$ cat src/rtl/instr_decode_pkg.sv
// instr_decode_pkg: opcode constants, instruction field positions and a register-write helper
package instr_decode_pkg;
    localparam logic [5:0] OP_RTYPE = 6'h00;
    localparam logic [5:0] OP_SW    = 6'h2B;
    localparam logic [5:0] OP_BEQ   = 6'h04;
    localparam logic [5:0] OP_BNE   = 6'h05;
    localparam int OP_HI  = 31;
    localparam int OP_LO  = 26;
    localparam int RS_HI  = 25;
    localparam int RS_LO  = 21;
    localparam int RT_HI  = 20;
    localparam int RT_LO  = 16;
    localparam int RD_HI  = 15;
    localparam int RD_LO  = 11;
    localparam int IMM_HI = 15;
    localparam int IMM_LO = 0;
    localparam int FN_HI  = 5;
    localparam int FN_LO  = 0;
    function automatic logic op_writes(input logic [5:0] op);
        return !(op == OP_SW || op == OP_BEQ || op == OP_BNE);
    endfunction
endpackage

$ cat src/rtl/decode_scoreboard.sv
// decode_scoreboard: 32-bit pending-write tracker; set wins over clear, register 0 never pending
module decode_scoreboard (
    input  logic        clk,
    input  logic        rst,
    input  logic        set_en,
    input  logic [4:0]  set_sel,
    input  logic        clr_en,
    input  logic [4:0]  clr_sel,
    output logic [31:0] pending
);
    logic [31:0] set_mask, clr_mask;
    always_comb begin
        set_mask = set_en ? (32'd1 << set_sel) : '0;
        clr_mask = clr_en ? (32'd1 << clr_sel) : '0;
    end
    always_ff @(posedge clk or negedge rst)
        if (!rst) pending <= '0;
        else      pending <= ((pending & ~clr_mask) | set_mask) & ~32'd1;
endmodule

$ cat src/rtl/instr_decode.sv
// instr_decode: MIPS decode stage with one-deep output register and optional RAW hazard stall.
// Define HAZARD_SCOREBOARD_EN to enable the pending-write scoreboard; otherwise stall is tied low.
module instr_decode
    import instr_decode_pkg::*;
(
    input  logic        clk,
    input  logic        rst,
    input  logic        EN,
    input  logic        instr_valid,
    input  logic [31:0] instr,
    output logic        instr_ready,
    output logic [4:0]  sel_o1,
    output logic [4:0]  sel_o2,
    output logic        RD,
    input  logic [31:0] Op1,
    input  logic [31:0] Op2,
    input  logic        wb_valid,
    input  logic [4:0]  wb_sel,
    output logic        ex_valid,
    input  logic        ex_ready,
    output logic [5:0]  ex_opcode,
    output logic [5:0]  ex_funct,
    output logic [31:0] ex_a,
    output logic [31:0] ex_b,
    output logic [31:0] ex_imm,
    output logic [4:0]  ex_dest,
    output logic        ex_wr
);
    logic [5:0] op;
    logic [4:0] rs, rt, rd, dest;
    logic       wr, stall, accept;

    assign op     = instr[OP_HI:OP_LO];
    assign rs     = instr[RS_HI:RS_LO];
    assign rt     = instr[RT_HI:RT_LO];
    assign rd     = instr[RD_HI:RD_LO];
    assign dest   = (op == OP_RTYPE) ? rd : rt;
    assign wr     = op_writes(op) && dest != 5'd0;
    assign sel_o1 = rs;
    assign sel_o2 = rt;
    assign RD     = EN && instr_valid;

`ifdef HAZARD_SCOREBOARD_EN
    logic [31:0] pending;
    decode_scoreboard u_sb (
        .clk     (clk),
        .rst     (rst),
        .set_en  (accept && wr),
        .set_sel (dest),
        .clr_en  (wb_valid),
        .clr_sel (wb_sel),
        .pending (pending)
    );
    assign stall = pending[rs] || pending[rt];
`else
    logic unused_wb;
    assign unused_wb = ^{wb_valid, wb_sel};
    assign stall     = 1'b0;
`endif

    assign instr_ready = EN && !stall && (!ex_valid || ex_ready);
    assign accept      = instr_valid && instr_ready;

    always_ff @(posedge clk or negedge rst)
        if (!rst) begin
            ex_valid  <= 1'b0;
            ex_wr     <= 1'b0;
            ex_opcode <= '0;
            ex_funct  <= '0;
            ex_a      <= '0;
            ex_b      <= '0;
            ex_imm    <= '0;
            ex_dest   <= '0;
        end else if (EN) begin
            if (accept) begin
                ex_valid  <= 1'b1;
                ex_wr     <= wr;
                ex_opcode <= op;
                ex_funct  <= instr[FN_HI:FN_LO];
                ex_a      <= Op1;
                ex_b      <= Op2;
                ex_imm    <= {{16{instr[IMM_HI]}}, instr[IMM_HI:IMM_LO]};
                ex_dest   <= dest;
            end else if (ex_ready) begin
                ex_valid  <= 1'b0;
            end
        end
endmodule

$ cat config.mk
export PLATFORM = sky130hd
export DESIGN_NAME = instr_decode
export DESIGN_NICKNAME = d
export VERILOG_FILES = /design/src/rtl/instr_decode_pkg.sv /design/src/rtl/decode_scoreboard.sv /design/src/rtl/instr_decode.sv
export SDC_FILE = /design/constraint.sdc
export NUM_CORES = 1
export LEC_CHECK = 0
export ABC_CLOCK_PERIOD_IN_PS = 3350
export CORE_MARGIN = 8
export CORE_UTILIZATION = 30
export DETAILED_ROUTE_END_ITERATION = 10
export PLACE_DENSITY_LB_ADDON = 0.05
export SYNTH_ARGS = -nofsm -noshare
export SYNTH_HDL_FRONTEND = slang
export SYNTH_HIERARCHICAL = 1
export SYNTH_SLANG_ARGS = --single-unit
$ cat constraint.sdc
create_clock -name clk -period 3.35 [get_ports clk]
set_input_delay 0.67 -clock clk [delete_from_list [all_inputs] [get_ports clk]]
set_output_delay 0.67 -clock clk [all_outputs]
set_load 0.05 [all_outputs]
==> flow_summary.yaml <==
cts:
  clkTransAtPathRegs_ps: 60
  cts_sinks: 93
  cts_root_buffer: "clkbuf_16"
  cts-buffers-inserted: 9
  cts_tree: "yes"
  cts_hold_buffers: 0
  cts_setup_buffers: 0
  h-tree-depth: 3
  cts_buffer_depth: 2
  cts_resized: 0
  clock_latency_ps: 340
outcome:
  status: "finished clean"
final_layout:
  postLayoutCoreUtil_pct: 47.4
  n_antenna_cell: 0
  area.growth.synth_to_final_pct: 54.7
  final_cell_mix: "214 x clkdlybuf4s50_1, 93 x dfrtp_1, 74 x mux2_4"
  mostFrequentLayoutCell: "clkdlybuf4s50_1"
  design_area_um2: 6580
  drive_above_1_share_pct: 25.1
  nets: 560
global_routing:
  antenna_found_initial: 0
  grt_overflow: 0
  grt_pass1_wl_um: 17600
  grt_pass1_vias: 3076
  grt_usage_pct: 12.5
  grt_max_degree: 57
power_and_ir_drop:
  power.internal_mw: 2.69
  ir_drop_mv: 0.349
  p_comb_share_pct: 47.0
  power.density_nw_per_um2: 694
  p_sw_share_pct: 41.1
  p_sw_mw: 1.88
  p_leak_nw: 2.76
  pwr-share-clk_pct: 20.7
  p_seq_share_pct: 32.3
setup_path:
  cpMaxStageDelayCell: "clkdlybuf4s50_1"
  timing_worst_setup_path_type: "in2out"
  r2r_slack_ps: 1550
  critPathBufInv: 2
  worstPathRequired_ps: 2680
  cp-start-kind: "input port"
  critPathMostFrequentCell: "clkdlybuf4s50_1"
  critPathMaxFanout: 3
  worstPathCellList: "clkdlybuf4s50_1 > clkdlybuf4s50_1"
  critPathCaptureType: "primary output"
  max_stage_delay_ps: 830
  worst_path_dominant_cell_family: "buffers and inverters"
  crit_arrival_ps: 2000
placed_design:
  place_area_um2: 6300
  dp_worst_setup_slack_ps: 672
  hpwl_um: 8710
  io_buffers: 217
  routabilityCongestion: 0.749
synth:
  postSynthCellCount: 263
  synth_seq_cells: 93
  synth-seq-area-share_pct: 54.7
  ys_async_sr_fraction_pct: 100
  synth_edf_count: 0
  syn_nets: 370
  synth_area_um2: 4260
  synth.avg_cell_area_um2: 16.2
  ys_warn_count: 6
  ys.flop_type: "dfrtp_1"
  yosysUniqueCellTypes: 28
sta:
  setup_viol: 0
  whs_ps: 295
  post-route-period-util_pct: 79.8
  worst_pin_slew_ps: 604
  tns_ps: 0
  report.final.slew_viol_count: 0
  relSlewSlack_pct: 59.4
  rsz0062_at_grt: "false"
  hold_violations: 0
  clock_skew_ps: 6.83
  max_freq_mhz: 374
  period_minus_slack_ps: 2670
  fin_ws_ps: 675
floorplanning:
  start_util_pct: 30.7
  ios: 234
  die_h_um: 135
  core_um2: 13900
  die_area_um2: 18300
  die_x_um: 135
  core.rowCount: 43
detailed_routing:
  ant_nets: 0
  drc: 0
  num_vias: 2772
  wire_per_inst_um: 18.0
  wl_um: 11500
  drtIter0Drc: 78
  dr.pass1.iters: 4
  routed_via_density: 4.34
min_path:
  min_path_type: "in2async"
flow_run:
  cap_viol_max_count: 0
## power groups by stage
stage	Combinational, mW	Clock (mW)	Sequential, mW
3_5_place_dp	2.17	0	1.49
4_1_cts	2.18	0.984	1.48
6_report	2.15	0.948	1.47
5_1_grt	2.23	1.04	1.50
2_1_floorplan	0.690	0	2.28
3_3_place_gp	2.17	0	1.48
## flip-flops by register name, summed over array words and instances, names as in the netlist
name,count
ex_a,32
ex_b,32
ex_imm,11
ex_funct,5
ex_valid,1
ex_opcode,6
ex_dest,5
ex_wr,1
## stage by stage
stage | total power [mW] | std cells
after floorplan | 2.97 | 263
after global placement | 3.65 | 622
after detailed placement | 3.66 | 622
after CTS | 4.64 | 638
after global routing | 4.77 | 638
final | 4.57 | 638
## worst paths after layout
| kind | start | endpoint | cells after the start |
|---|---|---|---|
| worst max-delay path | instr[18] | sel_o2[2] | 2 |
| worst min-delay path | rst | ex_funct[1]$_DFFE_PN0P_ | 1 |
| worst max register to register | ex_valid$_DFFE_PN0P_ | ex_a[19]$_DFFE_PN0P_ | 4 |
| worst min register to register | ex_b[30]$_DFFE_PN0P_ | ex_b[30]$_DFFE_PN0P_ | 1 |
| max in group asynchronous | rst | ex_a[27]$_DFFE_PN0P_ | 2 |
| min in group clk | ex_b[30]$_DFFE_PN0P_ | ex_b[30]$_DFFE_PN0P_ | 1 |
## cells in the mapped netlist, drive strengths merged, types with 2 or more instances
cell type / n / area, um^2
a21oi: 5 / 25.0
nor3: 2 / 10.0
nand3: 5 / 25.0
dfrtp: 93 / 2330
mux2: 86 / 1250
a31oi: 5 / 31.3
buf: 43 / 428
o21ai: 5 / 25.0
and2: 3 / 23.8
nor2: 3 / 11.3
## kinds of logic after synthesis
group,share of synthesized area (%)
flip-flops,54.7
multiplexers,29.3
AO/OA/AOI/OAI,2.85
AND/OR/NAND/NOR,3.12
buffers and inverters,10.1
## per-layer routing
metal / part of all wire [%] / track usage, %
met2: 45 / 18.3
met5: 0 / 0
met3: 9.6 / 5.05
met4: 1.5 / 5.37
met1: 44 / 15.7
## area by class of cell
cell class / count / area [um^2]
tap: 180 / 225
timing repair buffer: 222 / 2250
multi-input combinational: 127 / 1500
sequential: 93 / 2330
fill: 1245 / 7300
clock inverter: 7 / 52.6
clock buffer: 9 / 225
No activity file was read; power rests on OpenSTA's default activity.
